--- config.mk ---
export PLATFORM = sky130hd
export DESIGN_NAME = lsu_mem_initiator
export DESIGN_NICKNAME = d
export VERILOG_FILES = /design/src/rtl/lsu_mem_initiator.sv
export SDC_FILE = /design/constraint.sdc
export NUM_CORES = 1
export LEC_CHECK = 0
export CORE_UTILIZATION = 40
export CTS_BUF_LIST = sky130_fd_sc_hd__clkbuf_4
export CTS_CLUSTER_DIAMETER = 30
export DETAILED_ROUTE_END_ITERATION = 7
export GPL_TIMING_DRIVEN = 0
export PLACE_DENSITY = 0.71
export SYNTH_ARGS = -nofsm -noshare
export SYNTH_HDL_FRONTEND = slang
export SYNTH_SLANG_ARGS = --single-unit
--- constraint.sdc ---
create_clock -name clk -period 4.7 [get_ports clk]
set_input_delay 0.94 -clock clk [delete_from_list [all_inputs] [get_ports clk]]
set_output_delay 0.94 -clock clk [all_outputs]
set_load 0.05 [all_outputs]
--- src/rtl/lsu_mem_initiator.sv ---
// Load/store initiator for the data-memory port: one request at a time,
// misaligned accesses split into two word-aligned beats, extended load data.
module lsu_mem_initiator #(
    parameter int DATA_WIDTH = 32,
    parameter int BE_WIDTH   = 4
) (
    input  logic                  clk,
    input  logic                  rst,
    input  logic                  req_valid,
    output logic                  req_ready,
    input  logic                  req_we,
    input  logic [2:0]            req_funct3,
    input  logic [DATA_WIDTH-1:0] req_addr,
    input  logic [DATA_WIDTH-1:0] req_wdata,
    output logic                  resp_valid,
    output logic                  resp_err,
    output logic [DATA_WIDTH-1:0] resp_rdata,
    output logic                  mem_req,
    input  logic                  mem_gnt,
    output logic                  mem_we,
    output logic [DATA_WIDTH-1:0] mem_addr,
    output logic [BE_WIDTH-1:0]   mem_be,
    output logic [DATA_WIDTH-1:0] mem_wdata,
    input  logic                  mem_rvalid,
    input  logic [DATA_WIDTH-1:0] mem_rdata
);

    typedef enum logic [2:0] {
        S_IDLE,
        S_REQ0,
        S_WAIT0,
        S_REQ1,
        S_WAIT1,
        S_RESP,
        S_ERR
    } state_t;

    state_t                r_state;
    state_t                w_next;
    logic                  r_we;
    logic [2:0]            r_f3;
    logic [DATA_WIDTH-1:0] r_addr;
    logic [DATA_WIDTH-1:0] r_wdata;
    logic [DATA_WIDTH-1:0] r_rdata0;
    logic [DATA_WIDTH-1:0] r_rdata1;

    logic                  w_accept;
    logic                  w_illegal;
    logic [1:0]            w_off;
    logic [4:0]            w_sh0;
    logic [5:0]            w_sh1;
    logic [BE_WIDTH-1:0]   w_size_mask;
    logic [7:0]            w_mask;
    logic                  w_split;
    logic [DATA_WIDTH-1:0] w_addr0;
    logic [DATA_WIDTH-1:0] w_addr1;
    logic [DATA_WIDTH-1:0] w_wdata0;
    logic [DATA_WIDTH-1:0] w_wdata1;
    logic [DATA_WIDTH-1:0] w_raw;
    logic [DATA_WIDTH-1:0] w_ext;

    assign w_accept = req_valid && (r_state == S_IDLE);

    always_comb begin
        w_illegal = 1'b0;
        unique case (req_funct3)
            3'b011, 3'b110, 3'b111: w_illegal = 1'b1;
            3'b100, 3'b101:         w_illegal = req_we;
            default:                w_illegal = 1'b0;
        endcase
    end

    // Lane geometry of the captured request
    assign w_off = r_addr[1:0];
    assign w_sh0 = {w_off, 3'b000};
    assign w_sh1 = 6'd32 - {1'b0, w_off, 3'b000};

    always_comb begin
        unique case (r_f3[1:0])
            2'b00:   w_size_mask = 4'b0001;
            2'b01:   w_size_mask = 4'b0011;
            default: w_size_mask = 4'b1111;
        endcase
    end

    assign w_mask   = 8'({4'b0000, w_size_mask} << w_off);
    assign w_split  = |w_mask[7:4];
    assign w_addr0  = {r_addr[DATA_WIDTH-1:2], 2'b00};
    assign w_addr1  = w_addr0 + 32'd4;
    assign w_wdata0 = r_wdata << w_sh0;
    assign w_wdata1 = r_wdata >> w_sh1;

    // rdata1 is cleared at accept, so unsplit loads shift in zeros
    assign w_raw = 32'({r_rdata1, r_rdata0} >> w_sh0);

    always_comb begin
        unique case (r_f3)
            3'b000:  w_ext = {{24{w_raw[7]}}, w_raw[7:0]};
            3'b001:  w_ext = {{16{w_raw[15]}}, w_raw[15:0]};
            3'b100:  w_ext = {24'd0, w_raw[7:0]};
            3'b101:  w_ext = {16'd0, w_raw[15:0]};
            default: w_ext = w_raw;
        endcase
    end

    always_ff @(posedge clk or posedge rst) begin
        if (rst) begin
            r_state <= S_IDLE;
        end else begin
            r_state <= w_next;
        end
    end

    always_ff @(posedge clk or posedge rst) begin
        if (rst) begin
            r_we     <= 1'b0;
            r_f3     <= 3'b000;
            r_addr   <= '0;
            r_wdata  <= '0;
            r_rdata0 <= '0;
            r_rdata1 <= '0;
        end else begin
            if (w_accept) begin
                r_we     <= req_we;
                r_f3     <= req_funct3;
                r_addr   <= req_addr;
                r_wdata  <= req_wdata;
                r_rdata0 <= '0;
                r_rdata1 <= '0;
            end
            if (r_state == S_WAIT0 && mem_rvalid) begin
                r_rdata0 <= mem_rdata;
            end
            if (r_state == S_WAIT1 && mem_rvalid) begin
                r_rdata1 <= mem_rdata;
            end
        end
    end

    always_comb begin
        w_next     = r_state;
        req_ready  = 1'b0;
        resp_valid = 1'b0;
        resp_err   = 1'b0;
        resp_rdata = '0;
        mem_req    = 1'b0;
        mem_we     = 1'b0;
        mem_addr   = '0;
        mem_be     = '0;
        mem_wdata  = '0;
        unique case (r_state)
            S_IDLE: begin
                req_ready = 1'b1;
                if (req_valid) begin
                    w_next = w_illegal ? S_ERR : S_REQ0;
                end
            end
            S_REQ0: begin
                mem_req   = 1'b1;
                mem_we    = r_we;
                mem_addr  = w_addr0;
                mem_be    = w_mask[3:0];
                mem_wdata = w_wdata0;
                if (mem_gnt) begin
                    if (!r_we) begin
                        w_next = S_WAIT0;
                    end else begin
                        w_next = w_split ? S_REQ1 : S_RESP;
                    end
                end
            end
            S_WAIT0: begin
                if (mem_rvalid) begin
                    w_next = w_split ? S_REQ1 : S_RESP;
                end
            end
            S_REQ1: begin
                mem_req   = 1'b1;
                mem_we    = r_we;
                mem_addr  = w_addr1;
                mem_be    = w_mask[7:4];
                mem_wdata = w_wdata1;
                if (mem_gnt) begin
                    w_next = r_we ? S_RESP : S_WAIT1;
                end
            end
            S_WAIT1: begin
                if (mem_rvalid) begin
                    w_next = S_RESP;
                end
            end
            S_RESP: begin
                resp_valid = 1'b1;
                resp_rdata = r_we ? '0 : w_ext;
                w_next     = S_IDLE;
            end
            S_ERR: begin
                resp_valid = 1'b1;
                resp_err   = 1'b1;
                w_next     = S_IDLE;
            end
            default: w_next = S_IDLE;
        endcase
    end

endmodule

* Word-level counts from Yosys, hierarchy flattened *
Cells that the tools add are included.

storage, ports and cells
  output and inout bits = 105
  flip-flop bits (word level) = 135

operators by class
  shifts and indexed selects = 4
  equality and inequality tests = 20
  add/subtract/negate cells = 2
  reductions and logical operators = 14
  muxes and demuxes = 26

operators by type and width
  operator                                          count
  2-to-1 mux 32 bit                                 5
  case mux 32 bit (2 select lines)                  2
  case mux 32 bit (4 select lines)                  1
  right shift 64 x 5 -> 32 bit                      1
  adder 32 x 3 -> 32 bit (second input constant)    1
  << shifter 32 x 5 -> 32 bit                       1
  right shift 32 x 6 -> 32 bit                      1
  == test 3 bit (second input constant)             9
  2-to-1 mux 3 bit                                  8
  case mux 4 bit (2 select lines)                   2
  case mux 3 bit (5 select lines)                   1
  inequality test 2 bit (second input constant)     5
  == test 3 x 2 -> 1 bit (second input constant)    3
  << shifter 4 x 2 -> 8 bit                         1
  == test 3 x 1 -> 1 bit (second input constant)    2
  logical NOT 3 bit                                 2
  2-to-1 mux 1 bit                                  6
  OR reduction 2 bit                                3
  subtractor 6 x 5 -> 6 bit (first input constant)  1
  AND reduction 5 bit                               1
  nonzero test 2 bit                                2
  OR reduction 4 bit                                1
  logical AND 1 bit                                 3
  OR reduction 3 bit                                1
  3 further kinds                                   3

* Depth between registers and ports, before layout *
  depth after elaboration = 8
  depth in mapped cells = 11

* Worst setup path after synthesis *
Ideal clock, no wire load.

  path type = reg-to-output
  from = register r_addr[1]
  to = output mem_wdata[25]
  setup slack = 100 ps
  stages on the path, launching flop included = 11
  path buffers = 5
  data required time = 3,760 ps
  arrival time = 3,660 ps
  path through = dfrtp_1 buf_2 buf_1 inv_1 buf_1 ha_1 clkbuf_1 or2_2 clkbuf_1 o21ba_2 a311oi_1

between the ends
  word-level cells in the longest chain between the ends = 3
  elaborated cells between the ends (all ways) = 4
  those cells by class = add/sub (1); shift (2); mux (1)

ends and longest elaborated chain
  element                               line  RTL
  start: declaration                    42    logic [DATA_WIDTH-1:0] r_addr;
  start signal: assignment              126   r_addr <= req_addr;
  subtractor 6 x 5 -> 6 bit             76    assign w_sh1 = 6'd32 - {1'b0, w_off, 3'b000};
  right shift 32 x 6 -> 32 bit          91    assign w_wdata1 = r_wdata >> w_sh1;
  case mux 32 bit (2 select lines) (*)  151   unique case (r_state)
  end: declaration                      23    output logic [DATA_WIDTH-1:0] mem_wdata,

Every way passes the cells marked *; elsewhere a longest branch is shown, timed or not.

* Worst setup path after layout *
  from = register r_addr[0]
  to = output mem_wdata[25]

The elaborated chain is that of the path after synthesis.

==> reports/qor.csv <==
metric;value;unit
min_path_type;reg2reg;
reg2reg_from;r_state[1];
slew_viol_final;0;
place_ws;-0.867;ns
cts_inserted_buffers;17;
worst_pin_slew;0.897;ns
min_period;4.55;ns
dpl.cell_count;1305;
hold_viol;0;
slowest_delay;0.38;ns
wl_per_cell;20.5;µm
rows;51;
fin_tns_setup;0;ns
first_pass_iters;6;
core_area;19400;µm²
ios;210;
syn_to_final_growth;35.1;%
vdd_drop_max;342;µV
synth_cells;831;
grt_max_degree;67;
r2r_slack;2.04;ns
synth-main-ff-cell;dfrtp_1;
clk_path_buf_depth;2;
ant_nets;0;
crit_fanout;10;
power_leakage;4.38;nW
crit_start;r_addr[0];
synth_edf_count;0;
postCtsHoldBufs;0;
ys_ff_latch;127;
crit_path_end;mem_wdata[25];
status;complete, no violations;
gp_congestion;0.948;
clk_latency;0.55;ns
synth-async-reset-ratio;100;%
grt_pass1_vias;7464;
yosysUniqueCellTypes;52;
yosys.area.top_type;dfrtp_1;
finalPower;0.00776;W
die-area;20300;µm²
cts_root_buf;clkbuf_4;
setup_viol;0;
fin_skew;0.0115;ns
end_kind;output port;
io_buffers;207;
fmax;220;MHz
nets;1165;
ys_seq_area_share;40.2;%
grt_usage;27.1;%
tritoncts;built;
start_kind;flop;
grt_pass1_wl;41.3;mm
cpMaxStageDelayCell;dfrtp_1;
slew_headroom;40.2;%
arrival;3.61;ns
clk_pin_slew_worst_paths;0.13;ns
worst_slack;0.152;ns
routed_via_density;5.86;
die_w;143;µm
fin_cells;1337;
syn_area_per_cell;9.50;µm²
crit_chain;clkbuf_4 -> clkinv_2 -> buf_2 -> ha_2 -> nand4bb_1 -> clkbuf_2 -> or2_2 -> clkbuf_1 -> o21ba_2 -> a311oi_2 -> buf_4;
drive_gt1_share;13.7;%
yosys-top-cells-area;dfrtp_1 (40%), mux2_2 (10%), mux2i_1 (8.4%);
finalCritPeriodShare;96.8;%
clock-sinks;127;
reg2reg_to;r_rdata1[5];
criticalPathCategory;reg2out;
reg2regPathDepth;7;
rsz0062_at_grt;false;
cp.required;3.76;ns
antenna_found_initial;1;
dp_hpwl;19.8;mm
vias;7841;
drt-initial-drc-count;723;
start_util;40.7;%
ys_warn_count;0;
hold_ws;0.512;ns
synth.top_cell.area_share;40.2;%
htreeDepth;4;
netlist_area;7900;µm²
die_y;143;µm
grt-ovfl-total;0;
drt_wl_total;27.4;mm
drc_errors;0;
max-cap-violations;0;
power.density;727;nW/µm²
[Yosys cell counts (5+ instances only)]
| master | n |
|---|---|
| dfrtp_1 | 127 |
| o31ai_1 | 8 |
| xor2_1 | 8 |
| mux2i_1 | 66 |
| a22o_1 | 57 |
| mux2_2 | 72 |
| and2_1 | 11 |
| o21ai_0 | 32 |
| inv_1 | 7 |
| buf_2 | 10 |
| nand3_1 | 21 |
| nand4_1 | 10 |
| nor2b_1 | 10 |
| or3_1 | 10 |
| clkbuf_1 | 54 |
| or4_1 | 10 |
| a21oi_1 | 90 |
| nor2_1 | 56 |
| or2_2 | 5 |
| nor3_1 | 11 |
| buf_1 | 13 |
| a211oi_1 | 30 |
| nand2_1 | 42 |
| o22ai_1 | 16 |
| and4_1 | 8 |
[kinds of logic after synthesis]
| family | share of synthesized area (%) |
|---|---|
| other | 0.0475 |
| and+or+nand+nor | 14.4 |
| xor gates and xnor gates | 1.33 |
| muxes | 18.6 |
| AOI/OAI and AO/OA | 20.6 |
| adders and majority gates | 0.317 |
| buffers and inverters | 4.39 |
| DFF | 40.2 |
[cells in the final DEF, fill, tap and decap left out, types with 11 or more instances in the layout]
cell and count:
buf_2 11, nor2_1 55, clkbuf_4 19, clkdlybuf4s50_1 175
dlygate4sd2_1 23, nand2_1 42, o22ai_1 16, clkbuf_1 49
and2_1 11, a21oi_1 90, mux2i_1 66, nand3_1 21
o21ai_0 32, a211oi_1 30, a22o_1 57, mux2_2 72
dfrtp_1 127
[final cells by class]
class / count / area [µm²]
antenna: 1 / 2.50
buffer: 77 / 322
clock buffer: 17 / 128
clock inverter: 15 / 191
fill: 1815 / 8730
inverter: 8 / 40.0
multi-input combinational: 618 / 4400
sequential: 127 / 3180
tap: 265 / 332
timing repair buffer: 209 / 2080
[per-stage QoR]
step / utilization, % / instance area [µm²]
global route: 55.0 / 10700
global placement: 53.1 / 10300
finish: 55.0 / 10700
CTS: 55.0 / 10700
floorplan: - / 7900
detailed placement: 53.3 / 10300
[how the worst min path moves through the flow]
stage                       from      endpoint  cells past startpoint
finish              r_rdata1[23]  r_rdata1[23]                      1
global route         r_rdata0[0]   r_rdata0[0]                      1
CTS                  r_rdata0[0]   r_rdata0[0]                      1
detailed placement   r_rdata0[0]   r_rdata0[0]                      1
global placement     r_rdata0[2]   r_rdata0[2]                      1
floorplan            r_rdata0[0]   r_rdata0[0]                      1
[timing repair]
item	CTS	global route
cloned	0	0
pin swaps	0	0
gates resized for setup	65	13
endpoints found under the setup margin	32	21
setup buffers	1	0
[critical path: cells and delay by family (launching register included)]
kind	cells	cell delay (ns)
compound gates	2	0.59
flops	1	0.38
fa+ha+maj	1	0.21
buf+inv	6	1.39
simple gates	2	0.48
[registers in the layout (all words and copies together) (netlist names)]
| signal | count |
|---|---|
| r_addr | 32 |
| r_f3 | 3 |
| r_rdata0 | 32 |
| r_rdata1 | 24 |
| r_state | 3 |
| r_wdata | 32 |
| r_we | 1 |
[layer usage]
metal | GRT usage [%] | up-vias | wire length [µm]
li1 | - | 3562 | -
met1 | 37.0 | 3784 | 11600
met2 | 41.7 | 422 | 12400
met3 | 5.79 | 73 | 2380
met4 | 11.1 | 0 | 925
met5 | 0 | - | 0
[report_power, final]
| part | switching (W) | total, W | internal (W) | leakage [nW] |
|---|---|---|---|---|
| registers | 0.000582 | 0.00219 | 0.00160 | 1.60 |
| clock network | 0.000457 | 0.000876 | 0.000419 | 0.165 |
| logic | 0.00291 | 0.00469 | 0.00178 | 2.61 |
| total | 0.00395 | 0.00776 | 0.00381 | 4.38 |
No activity file was read; power rests on OpenSTA's default activity.
